==> src/rtl/instruction_fetch.sv <==
// Instruction fetch front end: issues sequential fetch addresses to a one-cycle
// memory, buffers the returned words in a 2-entry FIFO and supports redirects.
module instruction_fetch #(
  parameter int                    DATA_WIDTH = 32,
  parameter logic [DATA_WIDTH-1:0] RESET_PC   = 32'h00400000
) (
  input  logic                  clk_i,
  input  logic                  reset_i,
  output logic [DATA_WIDTH-1:0] mem_addr_o,
  input  logic [DATA_WIDTH-1:0] mem_instr_i,
  input  logic                  branch_taken_i,
  input  logic [DATA_WIDTH-1:0] branch_target_i,
  input  logic                  instr_ready_i,
  output logic                  instr_valid_o,
  output logic [DATA_WIDTH-1:0] instr_o,
  output logic [DATA_WIDTH-1:0] pc_o,
  output logic [DATA_WIDTH-1:0] pc_plus4_o
);

  localparam logic [DATA_WIDTH-1:0] FOUR = DATA_WIDTH'(4);

  logic [DATA_WIDTH-1:0] fpc_q, fpc_d;
  logic                  inflight_q, inflight_d;
  logic [DATA_WIDTH-1:0] inflight_pc_q, inflight_pc_d;
  logic [1:0]            count_q, count_d;
  logic                  head_q, head_d;
  logic [DATA_WIDTH-1:0] data_q [2];
  logic [DATA_WIDTH-1:0] pcs_q  [2];

  logic       pop, push, issue, tail;
  logic [2:0] occupancy;

  assign instr_valid_o = (count_q != 2'd0);
  assign pop           = instr_valid_o & instr_ready_i;
  assign push          = inflight_q & ~branch_taken_i;
  // Slots already committed (buffered plus returning) after this cycle's pop.
  assign occupancy     = {1'b0, count_q} + {2'b00, inflight_q} - {2'b00, pop};
  assign issue         = ~branch_taken_i & (occupancy < 3'd2);
  assign tail          = head_q ^ count_q[0];

  assign mem_addr_o = fpc_q;
  assign instr_o    = data_q[head_q];
  assign pc_o       = pcs_q[head_q];
  assign pc_plus4_o = pc_o + FOUR;

  // NOTE: every next-state signal gets a default first so no latch is inferred.
  always_comb begin
    fpc_d         = fpc_q;
    inflight_d    = inflight_q;
    inflight_pc_d = inflight_pc_q;
    count_d       = count_q;
    head_d        = head_q;
    if (branch_taken_i) begin
      fpc_d      = {branch_target_i[DATA_WIDTH-1:2], 2'b00};
      inflight_d = 1'b0;
      count_d    = 2'd0;
    end else begin
      inflight_d = issue;
      if (issue) begin
        fpc_d         = fpc_q + FOUR;
        inflight_pc_d = fpc_q;
      end
      count_d = count_q + {1'b0, push} - {1'b0, pop};
      head_d  = head_q ^ pop;
    end
  end

  // NOTE: state is updated with non-blocking assignments so every register
  // samples the pre-edge values regardless of statement order.
  always_ff @(posedge clk_i) begin
    if (reset_i) begin
      fpc_q         <= RESET_PC;
      inflight_q    <= 1'b0;
      inflight_pc_q <= '0;
      count_q       <= 2'd0;
      head_q        <= 1'b0;
      // NOTE: the buffer is only two entries, so clearing it on reset is cheap
      // and gives defined instr_o/pc_o values straight out of reset.
      for (int i = 0; i < 2; i++) begin
        data_q[i] <= '0;
        pcs_q[i]  <= '0;
      end
    end else begin
      fpc_q         <= fpc_d;
      inflight_q    <= inflight_d;
      inflight_pc_q <= inflight_pc_d;
      count_q       <= count_d;
      head_q        <= head_d;
      if (push) begin
        data_q[tail] <= mem_instr_i;
        pcs_q[tail]  <= inflight_pc_q;
      end
    end
  end

`ifndef SYNTHESIS
  // The issue rule must keep a returning word from ever finding the buffer full.
  no_overflow_a : assert property (@(posedge clk_i) disable iff (reset_i)
    !(push && count_q == 2'd2 && !pop));
`endif

endmodule
==> config.mk <==
export PLATFORM = sky130hd
export DESIGN_NAME = instruction_fetch
export DESIGN_NICKNAME = d
export VERILOG_FILES = /design/src/rtl/instruction_fetch.sv
export SDC_FILE = /design/constraint.sdc
export NUM_CORES = 1
export LEC_CHECK = 0
export ABC_AREA = 0
export BUFFER_PORTS_ARGS = -buffer_cell sky130_fd_sc_hd__buf_2
export CORE_MARGIN = 1
export CORE_UTILIZATION = 40
export CTS_CLUSTER_SIZE = 25
export DETAILED_ROUTE_END_ITERATION = 6
export PLACE_DENSITY = 0.73
export REMOVE_ABC_BUFFERS = 1
export SETUP_SLACK_MARGIN = 0.2
export SLEW_MARGIN = 0
export SYNTH_ARGS = -nofsm -noshare
export SYNTH_HDL_FRONTEND = slang
export SYNTH_SLANG_ARGS = --single-unit
export TNS_END_PERCENT = 1
==> constraint.sdc <==
create_clock -name clk_i -period 8.79 [get_ports clk_i]
set_input_delay 1.758 -clock clk_i [delete_from_list [all_inputs] [get_ports clk_i]]
set_output_delay 1.758 -clock clk_i [all_outputs]
set_load 0.05 [all_outputs]
# == Word-level counts from Yosys, hierarchy flattened ==
# Memory sizes are Yosys's and may differ from the RTL's. A register that Yosys moved wholly into a read port is not among the register bits.
# Cells that the tools add are included.
# W data, S select, Z words.
# totals
reg_bits,68
mem_bits_rw,128
mem_count,2
# classes
addsub,6
order_cmp,1
n_mux,17
bitwise_logic,6
n_reduce_logical,6
# mem_list
name,depth,width,rd,rd_clocked_by_memory_dff,wr,line_no,text
data_q,2,32,1,1,2,27,logic [DATA_WIDTH-1:0] data_q [2];
pcs_q,2,32,1,1,2,28,logic [DATA_WIDTH-1:0] pcs_q [2];
# ops
operator,count
$mux W32,4
$add A32 B3 Y32 const B,2
$reduce_or A32 Y1,2
$mux W1,13
$reduce_bool A2 Y1,2
$add A2 B1 Y3,1
$and A1 B1 Y1,3
$lt A3 B2 Y1 const B,1
$sub A3 B1 Y3,1
$add A2 B1 Y2,1
$reduce_and A2 Y1,1
$reduce_or A2 Y1,1
$sub A2 B1 Y2,1
$xor A1 B1 Y1,2
$not A1 Y1,1

# == Depth between registers and ports, before layout ==
# Gate-level depths: netlist of run 1.
# depth
word_depth,7
depth_mapped,13

# == Worst setup path before layout of run 1 ==
# OpenSTA, ideal clock, no wires.
# synth_path
path_kind,input -> register
start,input branch_taken_i
end,"memory data_q[0][0], enable pin"
arrival_ps,6560
setup_slack_ps,1662
path_stages,4
path_buffers,1
cell_sequence,clkbuf_1 -> nor2_1 -> nand2_1 -> o21ai_0
# synth_lines
item,line_no,text
"start, declared",11,"input logic branch_taken_i,"
"end, declared",27,

==> impl_metrics.py, run 1 <==
metrics = {
    "run_status": {
        "outcome": "complete, but fails checks",
        "violations": "DRC",
    },
    "route": {
        "ant_nets": 0,
        "vias_per_cell": 5.09,
        "wire_per_inst_um": 16.6,
        "drcViolationCount": 32,
        "routed_wl_um": 21500,
        "first_pass_iters": 6,
        "via_count": 6598,
        "dr.first_iter.drc_count": 343,
    },
    "setup_path": {
        "crit_required_ns": 7.03,
        "arrival_ns": 3.80,
        "reg2reg_depth": 9,
        "crit_end": "pc_plus4_o[30]",
        "critPathLaunchType": "register",
        "r2r-start": "count_q[1]",
        "cp_max_fo": 54,
        "cp-end-kind": "output pin",
        "path_class": "reg2out",
        "worstReg2RegEnd": "mem_addr_o[30]",
        "rrSetupSlack_ns": 5.38,
    },
    "timing": {
        "maxSlewViolCount": 0,
        "final_hold_viol_count": 0,
        "fmax_mhz": 180,
        "fin_setup_tns_ns": 0,
        "worst_pin_slew_ns": 0.927,
        "finalSetupViolations": 0,
        "rsz0062_at_grt": "false",
        "period_needed_ns": 5.55,
        "maxSlewHeadroom_pct": 38.2,
        "period_share_pct": 63.2,
        "layout_setup_ws_ns": 3.24,
        "final.setup_skew_ns": 0.0116,
    },
    "synth": {
        "synth_flop_cell": "edfxtp_1",
        "yosysTopAreaCell": "edfxtp_1",
        "yosysUniqueCellTypes": 51,
        "synth_edf_count": 124,
        "async_flop_share_pct": 0,
        "netlist_instances": 830,
        "ys_ff_latch": 189,
        "ys_top_cells_by_count": "128 x and2_1, 124 x edfxtp_1, 105 x nand2_1",
        "synth_area_leaders": "edfxtp_1 41%, dfxtp_1 14%, and2_1 8.9%",
        "seq_area_frac_synth_pct": 55.7,
        "synthesis.area_um2": 9020,
        "yosysMostFrequentCell": "and2_1",
        "avgSynthCellArea_um2": 10.9,
        "synth_top_cell_area_share_pct": 41.3,
        "yosys_warnings": 0,
    },
    "die": {
        "fp.dieH_um": 152,
        "start_util_pct": 41.1,
        "pin_count": 197,
        "coreArea_um2": 22000,
        "die_w_um": 152,
        "dieArea_um2": 23100,
        "core.rowCount": 54,
    },
    "clock_network": {
        "clk_latency_ns": 0.43,
        "cts_sinks": 189,
        "clock_path_buffers": 2,
        "cts_root_buf": "clkbuf_16",
        "holdBufCountCts": 0,
        "cts_tree": "built",
        "htreeDepth": 4,
        "postCtsResizedCells": 0,
        "post_cts_buffers": 0,
        "cts_buffers": 17,
        "clk_pin_slew_ns": 0.07,
    },
    "placement": {
        "placed_area_um2": 10200,
        "placed_cells": 1262,
        "place_ws_ns": 3.69,
        "place.gp.congestion": 0.823,
        "port_buffers": 188,
        "dp_hpwl_um": 14100,
    },
    "run": {
        "maxCapViolCount": 0,
    },
    "power": {
        "peakVddDrop_mv": 0.112,
        "total_power_uw": 2000,
        "p_per_area_nw_per_um2": 186,
        "leakage_uw": 0.00427,
    },
    "global_route": {
        "grt.overflow.total": 0,
        "antenna_found_initial": 1,
        "grtUsageTotal_pct": 18.8,
        "grt_max_degree": 64,
        "grt_pass1_wl_um": 33600,
        "grt_pass1_vias": 6336,
    },
    "layout": {
        "nFillCells": 2025,
        "area_growth_pct": 19.4,
        "fin_cells": 1295,
        "design_area_um2": 10800,
        "num-nets-final": 1073,
        "drive_gt1_share_pct": 29.2,
    },
    "min_path": {
        "hp-class": "reg2reg",
    },
}
## flip-flops by register name, summed over array words and instances, names as in the netlist, named ones only
name	cells
data_q	64
mem_addr_o	30
head_q	1
pcs_q	60
inflight_pc_q	30
inflight_q	1
count_q	2
## layer usage
metal | vias up | routed length [um] | global-route usage (%)
met2 | 180 | 10600 | 32.1
met3 | 25 | 1090 | 3.73
li1 | 3230 | - | -
met5 | - | 0 | 0
met4 | 0 | 412 | 6.61
met1 | 3163 | 9440 | 23.8
## area by class of cell
cell class	instances	area (um2)	area share, %
sequential	189	5030	46.7
inverter	17	63.8	0.593
multi-input combinational	576	3750	34.9
timing repair buffer	200	1030	9.57
tap	280	350	3.25
clock buffer	18	429	3.99
clock inverter	14	110	1.02
antenna	1	2.50	0.0232
## critical path: stages (launching register included)
cell      delay, ns
dfxtp_4        0.63
buf_4          0.64
nand4_1        0.22
a22oi_1        0.67
nand4b_1       0.36
nor3b_1        0.33
xor2_1         0.18
buf_2          0.28
## cell usage in the layout, fill, tap and decap left out, types with 4 or more instances in the layout
master,netlist,layout
buf_2,9,188
and2_1,128,128
edfxtp_1,124,124
nand2_1,105,105
dfxtp_1,65,64
mux2_2,51,51
xnor2_1,43,43
a21oi_1,41,41
nor2_1,34,31
nand3_1,22,22
a211oi_1,20,20
clkbuf_16,0,17
inv_1,16,16
nand4_1,16,16
xor2_1,16,16
nor3_1,13,13
nor4_1,13,13
buf_4,6,12
mux2i_1,9,9
o21ai_0,11,9
nand4b_1,6,6
conb_1,1,6
clkinvlp_4,0,5
or2_2,4,4
## kinds of logic (layout without fill, tap and decap cells)
kind of cell             count (synthesis)  count (layout)  synth area share, %
AO/OA/AOI/OAI                           84              84                 5.73
flip-flops                             189             189                 55.7
multiplexers                            60              60                 7.37
other                                    1               7               0.0416
adder cells (fa/ha/maj)                  4               4                0.638
buffers and inverters                   70             249                 3.29
AND/OR/NAND/NOR                        363             363                 21.5
XOR/XNOR                                59              59                 5.73
## how the worst min path moves through the flow
stage	startpoint	cells past startpoint	endpoint	slack, ns
finish	inflight_pc_q[13]	2	inflight_pc_q[13]	0.46
global route	inflight_pc_q[19]	2	inflight_pc_q[19]	0.48
CTS	inflight_pc_q[13]	2	inflight_pc_q[13]	0.46
detailed placement	inflight_pc_q[13]	2	inflight_pc_q[13]	0.45
global placement	inflight_pc_q[12]	2	inflight_pc_q[12]	0.45
floorplan	inflight_pc_q[10]	2	inflight_pc_q[10]	0.43
## power breakdown
group	internal (uW)	switching (uW)	total, uW
clock	367	345	713
sequential	985	29.9	1010
combinational	71.4	206	277
total	1420	581	2000
## metrics by stage
stage / util, % / hold slack (ns)
after floorplan: - / 0.434
after global placement: 46.6 / 0.448
after detailed placement: 46.6 / 0.452
after CTS: 49.0 / 0.461
after global routing: 49.0 / 0.478
final: 49.0 / 0.460
Note: power is estimated with default switching activity, not from simulation.
==> inputs of run 2 (changes only) <==
- PLACE_DENSITY: 0.73 -> 0.75
- clock period: 8.79 -> 4.8 ns (I/O delays scaled with it)
==> run 2 against run 1 <==
  * The flow still finishes with violations (DRC)
  * Global-route usage increased by 0.12 points
  * Core utilization increased by 0.42 points
  * Power increased by 88%
  * Non-clock buffer count increased by 5
  * Critical path depth increased by 2
  * Hold slack about the same
  * Clock skew decreased by 0.0024 ns
  * Flip-flop and latch count unchanged
  * Combinational power increased by 85%
  * Critical endpoint is now pc_plus4_o[26]
  * Largest power group unchanged
==> impl_metrics.py, run 2 (synthesis results as in run 1) <==
metrics = {
    "setup_path": {
        "critical-path-max-stage-delay_ns": 0.62,
        "path_class": "reg2out",
        "path_delay_family": "simple AND/OR/NAND/NOR gates",
        "path_depth": 9,
        "reg2reg_depth": 9,
        "r2r-start": "count_q[1]",
        "worst-path-buf-inv": 2,
        "crit_required_ns": 3.84,
        "worstReg2RegEnd": "mem_addr_o[30]",
        "critPathLaunchType": "register",
        "rrSetupSlack_ns": 1.46,
        "cp-end-kind": "output pin",
        "arrival_ns": 3.22,
        "cp_max_fo": 28,
        "worstPathCellList": "mux2i_1 > inv_1 > ha_1 > nand4b_1 > a221oi_2 > nand2_1 > nor4_1 > xnor2_1 > buf_2",
        "crit_end": "pc_plus4_o[26]",
        "slowest_stage": "dfxtp_4",
    },
    "placement": {
        "place.gp.congestion": 0.876,
        "placed_area_um2": 10300,
        "dp_hpwl_um": 14700,
        "port_buffers": 188,
    },
    "die": {
        "core.rowCount": 54,
        "pin_count": 197,
        "fp.dieH_um": 152,
        "coreArea_um2": 22000,
        "start_util_pct": 41.1,
        "dieArea_um2": 23100,
        "die_w_um": 152,
    },
    "route": {
        "first_pass_iters": 7,
        "routed_wl_um": 22000,
        "dr.first_iter.drc_count": 439,
        "drcViolationCount": 32,
        "ant_nets": 0,
        "wire_per_inst_um": 16.9,
        "via_count": 6686,
        "vias_per_cell": 5.15,
    },
    "timing": {
        "rsz0062_at_grt": "false",
        "worst_pin_slew_ns": 0.821,
        "finalSetupViolations": 0,
        "maxSlewHeadroom_pct": 45.1,
        "period_needed_ns": 4.18,
        "fin_setup_tns_ns": 0,
        "maxSlewViolCount": 0,
        "hold_slack_ns": 0.460,
        "fmax_mhz": 239,
        "period_share_pct": 87.1,
        "final_hold_viol_count": 0,
        "final.setup_skew_ns": 0.00920,
    },
    "global_route": {
        "antenna_found_initial": 1,
        "grt.overflow.total": 0,
        "grt_busiest_layer": "met2",
        "use_met2_pct": 32.2,
        "use_met3_pct": 3.30,
        "grt_pass1_vias": 6335,
        "grt_pass1_wl_um": 33900,
        "grt_max_degree": 63,
        "grtUsageTotal_pct": 19.0,
        "use_met1_pct": 24.2,
    },
    "layout": {
        "num-nets-final": 1078,
        "final_cell_mix": "188 x buf_2, 128 x and2_1, 124 x edfxtp_1, 105 x nand2_1, 64 x dfxtp_1",
        "antenna_cells": 0,
        "final_util_pct": 49.5,
        "design_area_um2": 10900,
        "largest_register": "data_q",
        "layout_commonest_cell": "buf_2",
        "largest_registers": "data_q: 64 flops, pcs_q: 60 flops",
        "drive_gt1_share_pct": 29.4,
        "area_growth_pct": 20.5,
        "nFillCells": 1993,
        "largest_reg_flops": 64,
    },
    "run": {
        "maxCapViolCount": 0,
    },
    "min_path": {
        "min_from": "inflight_pc_q[11]",
        "hp-class": "reg2reg",
    },
    "run_status": {
        "violations": "DRC",
        "outcome": "complete, but fails checks",
    },
    "clock_network": {
        "cts_sinks": 189,
        "cts_root_buf": "clkbuf_16",
        "htreeDepth": 4,
        "clock_path_buffers": 2,
        "clk_pin_slew_ns": 0.07,
        "cts_buffers": 17,
        "cts_tree": "built",
        "clk_latency_ns": 0.43,
        "postCtsResizedCells": 0,
    },
    "power": {
        "peakVddDrop_mv": 0.208,
        "leakage_uw": 0.00434,
        "p_per_area_nw_per_um2": 348,
    },
}
## run 2: repair_timing
| item | 4_1_cts | 5_1_grt |
|---|---|---|
| buffers inserted | 0 | 1 |
| endpoints found under the setup margin | 0 | 2 |
| hold buffers | 0 | 0 |
## run 2: cell type report
| class | instances | area, um2 | area share [%] |
|---|---|---|---|
| Timing Repair Buffer | 205 | 1080 | 9.95 |
| Clock inverter | 7 | 77.6 | 0.714 |
| Clock buffer | 25 | 507 | 4.67 |
| Tap cell | 280 | 350 | 3.23 |
| Sequential cell | 189 | 5030 | 46.3 |
| Multi-Input combinational cell | 576 | 3750 | 34.6 |
| Inverter | 17 | 63.8 | 0.587 |
## run 2: through the flow
stage / power (uW) / worst slack, ns / instances
after floorplan: 2250 / -1.81 / 782
after global placement: 2400 / 0.919 / 1266
after detailed placement: 2410 / 0.830 / 1266
after CTS: 3800 / 0.362 / 1298
after global routing: 3900 / 0.419 / 1299
final: 3770 / 0.620 / 1299
## run 2: report_power, final
group | switching (uW) | internal [uW]
clock network | 608 | 794
registers | 56.9 | 1800
logic | 380 | 132
total | 1040 | 2730
## run 2: worst min path at each step
stage	to	slack, ns	cells past startpoint
6_report	inflight_pc_q[11]	0.46	2
5_1_grt	inflight_pc_q[10]	0.48	2
4_1_cts	inflight_pc_q[13]	0.46	2
3_5_place_dp	inflight_pc_q[13]	0.45	2
3_3_place_gp	inflight_pc_q[16]	0.45	2
2_1_floorplan	inflight_pc_q[10]	0.43	2
## run 2: worst register-to-register path, delay by kind of cell (launching register included)
| family | cells | cell delay [ns] |
|---|---|---|
| adder cells (fa/ha/maj) | 1 | 0.62 |
| XOR/XNOR | 1 | 0.14 |
| AND/OR/NAND/NOR | 5 | 1.68 |
| AO/OA/AOI/OAI | 2 | 0.35 |
| flip-flops | 1 | 0.47 |
## run 2: routing by layer
layer  routed length (um)  share of wire, %
met5                    0                 0
met4                  416               1.9
met2                10800                49
met3                 1200               5.5
met1                 9600                44
==> inputs of run 3 (changes only) <==
- RECOVER_POWER: not set -> 25
==> run 3 against run 2 <==
  * The flow finishes with violations (DRC, capacitance limit, slew limit)
  * Clock power barely moved
  * Cell count unchanged
  * Hold slack about the same
  * Count of clock-buffer cells in the layout is the same
  * Core utilization is 0.23 points lower
  * Power decreased by 0.13%
  * Sequential share of layout area grew 0.21 points
  * Setup slack improved by 0.0025 ns
  * Combinational power down 0.8%
  * Non-clock buffer count stayed put
  * Critical path depth is the same
  * Wire length down 0.42%
  * Critical path type unchanged
  * Largest power group unchanged
==> impl_metrics.py, run 3 (synthesis results as in run 1) <==
metrics = {
    "die": {
        "fp.dieH_um": 152,
        "core.rowCount": 54,
        "pin_count": 197,
        "dieArea_um2": 23100,
        "start_util_pct": 41.1,
        "coreArea_um2": 22000,
        "die_w_um": 152,
    },
    "global_route": {
        "antenna_found_initial": 1,
        "grtUsageTotal_pct": 19.0,
        "grt_pass1_wl_um": 33900,
        "grt_max_degree": 63,
        "grt.overflow.total": 0,
        "grt_pass1_vias": 6335,
    },
    "route": {
        "ant_nets": 0,
        "dr.first_iter.drc_count": 457,
        "routed_wl_um": 21900,
        "via_count": 6667,
        "first_pass_iters": 6,
        "wire_per_inst_um": 16.9,
        "vias_per_cell": 5.13,
        "drcViolationCount": 32,
    },
    "run_status": {
        "violations": "DRC, capacitance limit, slew limit",
        "outcome": "complete, but fails checks",
    },
    "run": {
        "maxCapViolCount": 2,
    },
    "clock_network": {
        "post_cts_buffers": 0,
        "clock_path_buffers": 2,
        "htreeDepth": 4,
        "postCtsResizedCells": 0,
        "holdBufCountCts": 0,
        "clk_latency_ns": 0.43,
        "cts_tree": "built",
        "cts_root_buf": "clkbuf_16",
        "cts_sinks": 189,
        "clk_pin_slew_ns": 0.07,
        "cts_buffers": 17,
    },
    "placement": {
        "place.gp.congestion": 0.876,
        "port_buffers": 188,
        "dp_hpwl_um": 14700,
    },
    "layout": {
        "drive_gt1_share_pct": 26.1,
        "largest_register": "data_q",
        "largest_registers": "data_q: 64 flops, pcs_q: 60 flops",
        "nFillCells": 2002,
        "num-nets-final": 1078,
        "final_cell_mix": "156 x buf_2, 124 x edfxtp_1, 123 x and2_1, 105 x nand2_1, 64 x dfxtp_1",
        "largest_reg_flops": 64,
        "antenna_cells": 0,
        "final_util_pct": 49.2,
        "layout_commonest_cell": "buf_2",
        "area_growth_pct": 19.9,
    },
    "timing": {
        "maxSlewViolCount": 123,
        "period_needed_ns": 4.18,
        "final_hold_viol_count": 0,
        "worst_pin_slew_ns": 2.65,
        "final.setup_skew_ns": 0.00868,
        "period_share_pct": 87.0,
        "finalSetupViolations": 0,
        "rsz0062_at_grt": "false",
        "fmax_mhz": 239,
        "maxSlewHeadroom_pct": -76.5,
    },
    "power": {
        "p_per_area_nw_per_um2": 349,
        "peakVddDrop_mv": 0.208,
        "total_power_uw": 3770,
        "leakage_uw": 0.00421,
    },
    "setup_path": {
        "cp_max_fo": 28,
        "cp-end-kind": "output pin",
        "critical-path-max-stage-delay_ns": 0.62,
        "worstPathCellList": "mux2i_1 > inv_1 > ha_1 > nand4b_1 > a221oi_2 > nand2_1 > nor4_1 > xnor2_1 > buf_2",
        "path_class": "reg2out",
        "critPathLaunchType": "register",
        "crit_required_ns": 3.84,
        "arrival_ns": 3.22,
        "slowest_stage": "dfxtp_4",
    },
    "min_path": {
        "hp-class": "reg2reg",
    },
}
-- run 3: cell count changes in the layout (fill, tap and decap cells not counted), sizes merged --
cell | before | now
buf | 205 | 170
clkbuf | 25 | 60
-- run 3: final timing paths --
check | end | slack (ns) | start | depth (start not counted)
max | pc_plus4_o[26] | 0.62 | register | 9
min | inflight_pc_q[11] | 0.46 | inflight_pc_q[11] | 2
max reg2reg | mem_addr_o[30] | 1.42 | count_q[1] | 9
min reg2reg | inflight_pc_q[11] | 0.46 | inflight_pc_q[11] | 2
-- run 3: through the flow --
step	cells	TNS (ns)	cell area (um2)	setup slack (ns)	hold WS [ns]
finish	1299	0	10800	0.622	0.460
global route	1299	0	10800	0.419	0.482
CTS	1298	0	10800	0.362	0.462
detailed placement	1266	0	10300	0.830	0.453
global placement	1266	0	10300	0.919	0.447
floorplan	782	-193.46	8800	-1.81	0.434
-- run 3: where the power goes --
part           leakage [uW]  internal [uW]  switching, uW
combinational       0.00210            128            380
sequential          0.00182           1800           57.2
clock              0.000284            794            607
total               0.00421           2730           1040
-- run 3: area by class of cell --
| cell class | count | area (um2) | area share [%] |
|---|---|---|---|
| inverters | 17 | 63.8 | 0.590 |
| clock buffers | 25 | 507 | 4.69 |
| clock inverters | 7 | 77.6 | 0.718 |
| well taps | 280 | 350 | 3.24 |
| flip-flops and latches | 189 | 5030 | 46.5 |
| multi-input cells | 576 | 3750 | 34.7 |
| repair buffers | 205 | 1030 | 9.54 |
-- run 3: worst max-delay path, delay by kind of cell (launching register included) --
family | cells | cell delay (ns)
multiplexers | 1 | 0.17
AND/OR/NAND/NOR | 3 | 0.76
AO/OA/AOI/OAI | 1 | 0.45
XOR/XNOR | 1 | 0.17
flip-flops | 1 | 0.62
buffers and inverters | 2 | 0.39
adder cells (fa/ha/maj) | 1 | 0.21
-- run 3: layer usage --
metal / part of all wire, % / GRT usage (%) / vias to the layer above
li1: - / - / 3241
met1: 43 / 24.2 / 3162
met2: 49 / 32.2 / 236
met3: 5.7 / 3.30 / 28
met4: 1.9 / 6.95 / 0
met5: 0 / 0 / -
